[src/rtl/hazard_forward_unit_pkg.sv]
// Shared encodings and shadow-pipeline record types for the hazard/forwarding controller.
package hazard_forward_unit_pkg;

  localparam logic [1:0] FWD_REG  = 2'b00;
  localparam logic [1:0] FWD_WB   = 2'b01;
  localparam logic [1:0] FWD_MEM  = 2'b10;
  localparam logic [4:0] REG_ZERO = 5'd0;

  typedef struct packed {
    logic [4:0] rs;
    logic [4:0] rt;
    logic [4:0] dst;
    logic       regwrite;
    logic       memread;
  } ex_stage_t;

  typedef struct packed {
    logic [4:0] dst;
    logic       regwrite;
  } wr_stage_t;

  // $0 is hardwired, so a write to it never produces a usable value.
  function automatic logic dst_hits(input logic [4:0] dst, input logic we, input logic [4:0] src);
    return we && (dst != REG_ZERO) && (dst == src);
  endfunction

endpackage

[src/rtl/hazard_forward_unit_if.sv]
// Pipeline-facing signals of the hazard/forwarding controller.
interface hazard_forward_unit_if #(parameter int CNT_W = 16);

  logic [4:0]       id_rs;
  logic [4:0]       id_rt;
  logic [4:0]       id_dst;
  logic             id_regwrite;
  logic             id_memread;
  logic             id_uses_rt;
  logic             branch_taken;
  logic [1:0]       forwardA;
  logic [1:0]       forwardB;
  logic             pc_hold;
  logic             ifid_hold;
  logic             idex_bubble;
  logic             flush;
  logic [CNT_W-1:0] stall_cnt;
  logic [CNT_W-1:0] flush_cnt;

  modport master (
    output id_rs, id_rt, id_dst, id_regwrite, id_memread, id_uses_rt, branch_taken,
    input  forwardA, forwardB, pc_hold, ifid_hold, idex_bubble, flush, stall_cnt, flush_cnt
  );

  modport slave (
    input  id_rs, id_rt, id_dst, id_regwrite, id_memread, id_uses_rt, branch_taken,
    output forwardA, forwardB, pc_hold, ifid_hold, idex_bubble, flush, stall_cnt, flush_cnt
  );

endinterface

[src/rtl/hazard_forward_unit_fwd_select.sv]
// Operand source select for one EX operand; the EX/MEM result wins over the WB result.
module hazard_forward_unit_fwd_select
  import hazard_forward_unit_pkg::*;
(
  input  logic [4:0] i_src,
  input  logic [4:0] i_mem_dst,
  input  logic       i_mem_we,
  input  logic [4:0] i_wb_dst,
  input  logic       i_wb_we,
  output logic [1:0] o_sel
);

  always_comb begin
    o_sel = FWD_REG;
    if (dst_hits(i_mem_dst, i_mem_we, i_src))
      o_sel = FWD_MEM;
    else if (dst_hits(i_wb_dst, i_wb_we, i_src))
      o_sel = FWD_WB;
  end

endmodule

[src/rtl/hazard_forward_unit.sv]
// Hazard/forwarding controller: shadow pipeline of in-flight destinations, load-use stall,
// taken-branch flush and saturating event counters.
module hazard_forward_unit
  import hazard_forward_unit_pkg::*;
#(
  parameter int CNT_W = 16
) (
  input  logic               clk,
  input  logic               reset,
  hazard_forward_unit_if.slave bus
);

  localparam logic [CNT_W-1:0] CNT_ONE = CNT_W'(1);

  ex_stage_t        r_ex;
  wr_stage_t        r_mem;
  wr_stage_t        r_wb;
  logic [CNT_W-1:0] r_stall_cnt;
  logic [CNT_W-1:0] r_flush_cnt;

  logic w_flush;
  logic w_load_use;
  logic w_stall;

  // Gated by reset so no flush is seen while the block is held in reset.
  assign w_flush    = bus.branch_taken & reset;
  assign w_load_use = r_ex.memread && (r_ex.dst != REG_ZERO) &&
                      ((r_ex.dst == bus.id_rs) || (bus.id_uses_rt && (r_ex.dst == bus.id_rt)));
  assign w_stall    = w_load_use & ~w_flush;

  always_ff @(posedge clk or negedge reset) begin
    if (!reset) begin
      r_ex        <= '0;
      r_mem       <= '0;
      r_wb        <= '0;
      r_stall_cnt <= '0;
      r_flush_cnt <= '0;
    end else begin
      r_wb <= r_mem;
      if (w_flush) begin
        r_ex  <= '0;
        r_mem <= '0;
      end else begin
        r_mem <= '{dst: r_ex.dst, regwrite: r_ex.regwrite};
        if (w_stall)
          r_ex <= '0;
        else
          r_ex <= '{rs: bus.id_rs, rt: bus.id_rt, dst: bus.id_dst,
                    regwrite: bus.id_regwrite, memread: bus.id_memread};
      end
      if (w_stall && (r_stall_cnt != '1))
        r_stall_cnt <= r_stall_cnt + CNT_ONE;
      if (w_flush && (r_flush_cnt != '1))
        r_flush_cnt <= r_flush_cnt + CNT_ONE;
    end
  end

  hazard_forward_unit_fwd_select u_fwd_a (
    .i_src     (r_ex.rs),
    .i_mem_dst (r_mem.dst),
    .i_mem_we  (r_mem.regwrite),
    .i_wb_dst  (r_wb.dst),
    .i_wb_we   (r_wb.regwrite),
    .o_sel     (bus.forwardA)
  );

  hazard_forward_unit_fwd_select u_fwd_b (
    .i_src     (r_ex.rt),
    .i_mem_dst (r_mem.dst),
    .i_mem_we  (r_mem.regwrite),
    .i_wb_dst  (r_wb.dst),
    .i_wb_we   (r_wb.regwrite),
    .o_sel     (bus.forwardB)
  );

  assign bus.pc_hold     = w_stall;
  assign bus.ifid_hold   = w_stall;
  assign bus.idex_bubble = w_stall;
  assign bus.flush       = w_flush;
  assign bus.stall_cnt   = r_stall_cnt;
  assign bus.flush_cnt   = r_flush_cnt;

endmodule

[src/flat_wrapper.sv]
// flat-port wrapper written by rule: the top's interface ports become plain ports
module hazard_forward_unit_flat import hazard_forward_unit_pkg::*;
#(
  parameter int CNT_W = 16
)
  (clk, reset, bus_id_rs, bus_id_rt, bus_id_dst, bus_id_regwrite, bus_id_memread, bus_id_uses_rt, bus_branch_taken, bus_forwardA, bus_forwardB, bus_pc_hold, bus_ifid_hold, bus_idex_bubble, bus_flush, bus_stall_cnt, bus_flush_cnt);
  hazard_forward_unit_if #(.CNT_W(CNT_W)) bus_i ();
  input  logic clk;
  input  logic reset;
  input wire logic [$bits(bus_i.id_rs)-1:0] bus_id_rs;
  input wire logic [$bits(bus_i.id_rt)-1:0] bus_id_rt;
  input wire logic [$bits(bus_i.id_dst)-1:0] bus_id_dst;
  input wire logic [$bits(bus_i.id_regwrite)-1:0] bus_id_regwrite;
  input wire logic [$bits(bus_i.id_memread)-1:0] bus_id_memread;
  input wire logic [$bits(bus_i.id_uses_rt)-1:0] bus_id_uses_rt;
  input wire logic [$bits(bus_i.branch_taken)-1:0] bus_branch_taken;
  output wire logic [$bits(bus_i.forwardA)-1:0] bus_forwardA;
  output wire logic [$bits(bus_i.forwardB)-1:0] bus_forwardB;
  output wire logic [$bits(bus_i.pc_hold)-1:0] bus_pc_hold;
  output wire logic [$bits(bus_i.ifid_hold)-1:0] bus_ifid_hold;
  output wire logic [$bits(bus_i.idex_bubble)-1:0] bus_idex_bubble;
  output wire logic [$bits(bus_i.flush)-1:0] bus_flush;
  output wire logic [$bits(bus_i.stall_cnt)-1:0] bus_stall_cnt;
  output wire logic [$bits(bus_i.flush_cnt)-1:0] bus_flush_cnt;
  assign bus_i.id_rs = bus_id_rs;
  assign bus_i.id_rt = bus_id_rt;
  assign bus_i.id_dst = bus_id_dst;
  assign bus_i.id_regwrite = bus_id_regwrite;
  assign bus_i.id_memread = bus_id_memread;
  assign bus_i.id_uses_rt = bus_id_uses_rt;
  assign bus_i.branch_taken = bus_branch_taken;
  assign bus_forwardA = bus_i.forwardA;
  assign bus_forwardB = bus_i.forwardB;
  assign bus_pc_hold = bus_i.pc_hold;
  assign bus_ifid_hold = bus_i.ifid_hold;
  assign bus_idex_bubble = bus_i.idex_bubble;
  assign bus_flush = bus_i.flush;
  assign bus_stall_cnt = bus_i.stall_cnt;
  assign bus_flush_cnt = bus_i.flush_cnt;
  hazard_forward_unit #(.CNT_W(CNT_W)) u_core (.clk(clk), .reset(reset), .bus(bus_i));
endmodule
[config.mk]
export PLATFORM = sky130hd
export DESIGN_NAME = hazard_forward_unit_flat
export DESIGN_NICKNAME = d
export VERILOG_FILES = /design/src/rtl/hazard_forward_unit_pkg.sv /design/src/rtl/hazard_forward_unit_if.sv /design/src/rtl/hazard_forward_unit_fwd_select.sv /design/src/rtl/hazard_forward_unit.sv /design/src/flat_wrapper.sv
export SDC_FILE = /design/constraint.sdc
export NUM_CORES = 1
export LEC_CHECK = 0
export CAP_MARGIN = 5
export CORE_MARGIN = 4
export CORE_UTILIZATION = 55
export CTS_BUF_LIST = sky130_fd_sc_hd__clkbuf_8
export DETAILED_ROUTE_END_ITERATION = 6
export PLACE_DENSITY = 0.85
export SLEW_MARGIN = 30
export SYNTH_ARGS = -nofsm -noshare
export SYNTH_HDL_FRONTEND = slang
export SYNTH_HIERARCHICAL = 1
export SYNTH_SLANG_ARGS = --single-unit
[constraint.sdc]
create_clock -name clk -period 2.9 [get_ports clk]
set_input_delay 0.58 -clock clk [delete_from_list [all_inputs] [get_ports clk]]
set_output_delay 0.58 -clock clk [all_outputs]
set_load 0.01 [all_outputs]
======== Word level (Yosys, flattened, before mapping) ========
Cells that the tools add are included.
word-level totals
  flip-flop bits (word level) ............. 61
  bits of input ports ..................... 21
  output and inout bits ................... 40
  logic and storage cells ................. 46
cells by class
  add/sub/neg operators ................... 2
  eq/ne operators ......................... 8
  muxes and demuxes ....................... 7
  bitwise gates (word level) .............. 3
  reductions and logical operators ........ 15
operators by type and width
  cell                                                             number
  17-bit two-way mux                                               2
  16-bit by 1-bit adder with 16-bit output, second input constant  2
  16-bit != test, second input constant                            2
  5-bit == test                                                    6
  5-bit nonzero test                                               3
  1-bit logical AND                                                11
  6-bit two-way mux                                                1
  2-bit two-way mux                                                2
  1-bit AND                                                        2
  1-bit two-way mux                                                2
  1-bit logical OR                                                 1
  1-bit NOT                                                        1

======== Logic depth before layout (Yosys ltp) ========
  depth after elaboration ................. 7
  gate-level depth with buffers ........... 6

======== Modules after synthesis ========
Netlist, hierarchy kept.
by module, submodules not included
  module                          times used  cells an instance  area an instance (um^2)  seq. area each (um^2)
  hazard_forward_unit             1           216                2611.3                   1526.5
  hazard_forward_unit_fwd_select  2           20                 151.4                    0.0

======== Least setup slack after synthesis ========
OpenSTA, ideal clock, no wires.
  kind .................................... input-to-output
  start point ............................. input bus_id_rs[4]
  end point ............................... output bus_ifid_hold
  arrival ................................. 1681 ps
  required time ........................... 2320 ps
  setup slack ............................. 639 ps
  cell stages on the path ................. 6
  cells stage by stage .................... xnor2_1 nand3_1 o22ai_2 buf_2 and2_2 buf_4
between the ends
  longest elaborated chain between the ends .. 4
RTL lines
  what               RTL line                   RTL
  start, declared    flat_wrapper.sv:10         input wire logic [$bits(bus_i.id_rs)-1:0] bus_id_rs;
  5-bit == test      hazard_forward_unit.sv:28  ((r_ex.dst == bus.id_rs) || (bus.id_uses_rt && (r_ex.dst == bus.id_rt)));
  1-bit logical OR   hazard_forward_unit.sv:28
  1-bit logical AND  hazard_forward_unit.sv:27  assign w_load_use = r_ex.memread && (r_ex.dst != REG_ZERO) &&
  1-bit AND          hazard_forward_unit.sv:29  assign w_stall = w_load_use & ~w_flush;
  end, declared      flat_wrapper.sv:20         output wire logic [$bits(bus_i.ifid_hold)-1:0] bus_ifid_hold;
No other way between the ends.

======== Worst setup path in the final report ========
  start point ............................. register u_core/r_ex[5] (netlist name)
  end point ............................... output bus_idex_bubble
between the ends
  longest elaborated chain between the ends .. 5
  elaborated cells between the ends (all ways) .. 8
  those cells by class .................... eq/ne: 2; bitwise: 1; reduce/logical: 5
RTL lines
  what                    RTL line                   RTL
  start, declared         hazard_forward_unit.sv:15  ex_stage_t r_ex;
  start signal, assigned  hazard_forward_unit.sv:48  r_ex <= '{rs: bus.id_rs, rt: bus.id_rt, dst: bus.id_dst,
  5-bit == test           hazard_forward_unit.sv:28
  1-bit logical AND       hazard_forward_unit.sv:28
  1-bit logical OR        hazard_forward_unit.sv:28
  1-bit logical AND (*)   hazard_forward_unit.sv:27
  1-bit AND (*)           hazard_forward_unit.sv:29
  end, declared           flat_wrapper.sv:21         output wire logic [$bits(bus_i.idex_bubble)-1:0] bus_idex_bubble;
Every way passes the cells marked *; elsewhere a longest branch is shown, timed or not.

==> flow_summary.json <==
{
  "dpl_cell_area_mm2": 0.00361,
  "seqPwrFrac_pct": 49.8,
  "drc": 0,
  "internal_power_mw": 1.52,
  "cp_max_fo": 6,
  "io-pin-count": 61,
  "setup_tns_ps": 0,
  "cp.arrival_ps": 2070,
  "area_delta_synth_final_pct": 30.4,
  "critPathRequiredTime_ps": 2320,
  "num_vias": 2189,
  "path_class": "reg2out",
  "worstMarginPinSlew_ps": 748,
  "status": "complete, no violations",
  "syn_nets": 279,
  "p_sw_mw": 0.571,
  "relSlewSlack_pct": 50.1,
  "min_from": "u_core/r_mem[0]",
  "fp.coreArea_mm2": 0.00511,
  "grtUsageTotal_pct": 21.9,
  "slew_violations": 0,
  "power.density_mw_per_mm2": 550,
  "avgRoutedWirePerCell_um": 15.4,
  "yosys_warnings": 6,
  "ys_types": 35,
  "ys_seq_area_share_pct": 52.4,
  "cts-root-buf": "clkbuf_8",
  "ant_nets": 0,
  "cap_violations": 0,
  "fin_crit_sh_pct": 91.2,
  "htree_levels": 3,
  "routed_wl_um": 6230,
  "yosys_most_used_dff": "dfrtp_1",
  "io_buffers": 60,
  "cts_made_buffers": 9,
  "hold_depth": 0,
  "cts_tree": "yes",
  "swShare_pct": 27.3,
  "comb_power_share_pct": 19.9,
  "place_inst": 387,
  "design.die.area_mm2": 0.00653,
  "first_pass_iters": 4,
  "rr_startpoint": "u_core/bus.stall_cnt[0]",
  "clk_pin_slew_ps": 60,
  "start_util_pct": 57.1,
  "drive_gt1_share_pct": 16.4,
  "hpwlAfterDp_um": 4470,
  "p_leak_nw": 1.63,
  "synth_seq_cells": 61,
  "max_freq_mhz": 378,
  "pre_cts_ws_ps": 23.5,
  "period_minus_slack_ps": 2650,
  "vias_per_cell": 5.40,
  "grt_pass1_wl_um": 10700,
  "die_height_um": 80.8,
  "setup_ws_ps": 254,
  "ctsHoldBuffers": 0,
  "rsz0062_at_grt": "no",
  "setup_viol": 0,
  "start_kind": "register",
  "yosys.area.top_type": "dfrtp_1",
  "antenna_found_initial": 0,
  "r2r_end": "u_core/bus.stall_cnt[1]",
  "fin_area_mm2": 0.00380,
  "ir_drop_v": 0.000424,
  "instances_no_fill": 405,
  "cts_buffer_depth": 2,
  "syn_inst": 256,
  "syn_area_mm2": 0.00291,
  "reg2regPathDepth": 7,
  "synthArstFlopShare_pct": 100,
  "die-width_um": 80.8,
  "clk_latency_ps": 330,
  "cts_sinks": 61,
  "hold_path_end": "u_core/r_wb[0]",
  "grt-ovfl-total": 0,
  "finalHoldViolations": 0,
  "skew_ps": 5.51,
  "num_rows": 26,
  "cp-end-kind": "output port",
  "grt_pass1_vias": 2245,
  "min_path_type": "reg2reg",
  "nets": 353,
  "diodes": 0,
  "synth_area_leaders": "dfrtp_1, xnor2_1, and2_2",
  "grt_max_degree": 62,
  "drt_iter0_drc": 151,
  "synth_top_area_share_pct": 52.4,
  "p_clk_share_pct": 30.3,
  "avgSynthCellArea_um2": 11.4,
  "synth_edf_count": 0,
  "globalplace.congestion": 0.839,
  "r2r_setup_slack_ps": 880
}
-- cell usage in the layout, fill, tap and decap left out, drive strengths merged --
cell,n
dlygate4sd2,1
and2,25
nor2,12
a21oi,8
inv,5
nand3,16
nand2,18
a31oi,2
clkbuf,11
nor4,6
and3,8
buf,9
nand4b,2
and4,2
xor2,9
dfrtp,61
and2b,1
or4,1
o211a,1
o211ai,1
nand4,15
clkdlybuf4s50,55
a211oi,2
clkinv,1
or2,1
mux2,2
o41ai,2
xnor2,43
nor3,8
dlymetal6s2s,3
o22ai,1
o311a,1
ha,2
-- state kept, by name (all words and copies together) (netlist names) --
signal	flops
u_core/r_ex	17
u_core/r_wb	6
u_core/bus.flush_cnt	16
u_core/bus.stall_cnt	16
u_core/r_mem	6
-- power by group through the flow --
stage	clock [mW]	combinational, mW	sequential [mW]
6_report	0.633	0.416	1.04
5_1_grt	0.695	0.462	1.06
4_1_cts	0.655	0.422	1.04
3_5_place_dp	0	0.413	1.06
3_3_place_gp	0	0.402	1.05
2_1_floorplan	0	0.185	1.06
-- worst max path at each step --
stage                                from         endpoint  slack (ps)  cells after the start
final                      u_core/r_ex[5]  bus_idex_bubble         250                      4
after global routing      u_core/r_mem[1]  bus_forwardA[0]         120                      4
after CTS                    bus_id_rs[3]    bus_ifid_hold          30                      6
after detailed placement     bus_id_rs[0]  bus_idex_bubble          20                      6
after global placement       bus_id_rs[4]  bus_idex_bubble          50                      6
after floorplan              bus_id_rs[4]    bus_ifid_hold         640                      6
-- kinds of logic (layout without fill, tap and decap cells) --
logic type / count (synthesis) / in the layout / synth area share (%)
DFF: 61 / 61 / 52.4
muxes: 2 / 2 / 0.773
and+or+nand+nor: 115 / 115 / 23.2
adders and majority gates: 2 / 2 / 0.859
buffers and inverters: 6 / 85 / 1.33
xor gates and xnor gates: 52 / 52 / 15.6
AOI/OAI and AO/OA: 18 / 18 / 5.80
-- Yosys cell counts (all sizes together) (6+ instances only) --
library cell,number
dfrtp,61
xnor2,43
and2,25
nand2,18
nand3,16
nand4,15
nor2,12
xor2,9
a21oi,8
and3,8
nor3,8
nor4,6
-- area by class of cell --
cell class              instances  area [um2]
repair buffers                 68         662
flip-flops and latches         61        1530
fillers                       366        1310
clock inverters                 5        20.0
clock buffers                  11         151
inverters                       1        3.75
multi-input cells             189        1350
well taps                      70        87.6
-- repair_timing --
action	4_1_cts	5_1_grt
resized for setup	1	3
pin swaps	0	0
endpoints found under the setup margin	3	2
setup buffers	2	0
-- through the flow --
step,hold WS (ps),power [mW],utilization [%]
after floorplan,284,1.25,-
after global placement,413,1.45,70.6
after detailed placement,421,1.47,70.6
after CTS,432,2.12,74.3
after global routing,448,2.21,74.4
final,436,2.09,74.4
-- metal layers --
| metal | up-vias | wire length [um] | track usage [%] |
|---|---|---|---|
| li1 | 1043 | - | - |
| met1 | 1079 | 2690 | 27.1 |
| met2 | 55 | 3120 | 36.7 |
| met3 | 12 | 298 | 4.88 |
| met4 | 0 | 117 | 9.80 |
| met5 | - | 0 | 0 |
-- worst max-delay path, cell delays in order, from the launching register on --
cell and delay, ps:
dfrtp_1 430, or4_4 510, o211a_4 280, and2_2 220
dlygate4sd2_1 300
(Power assumes the default switching activity.)
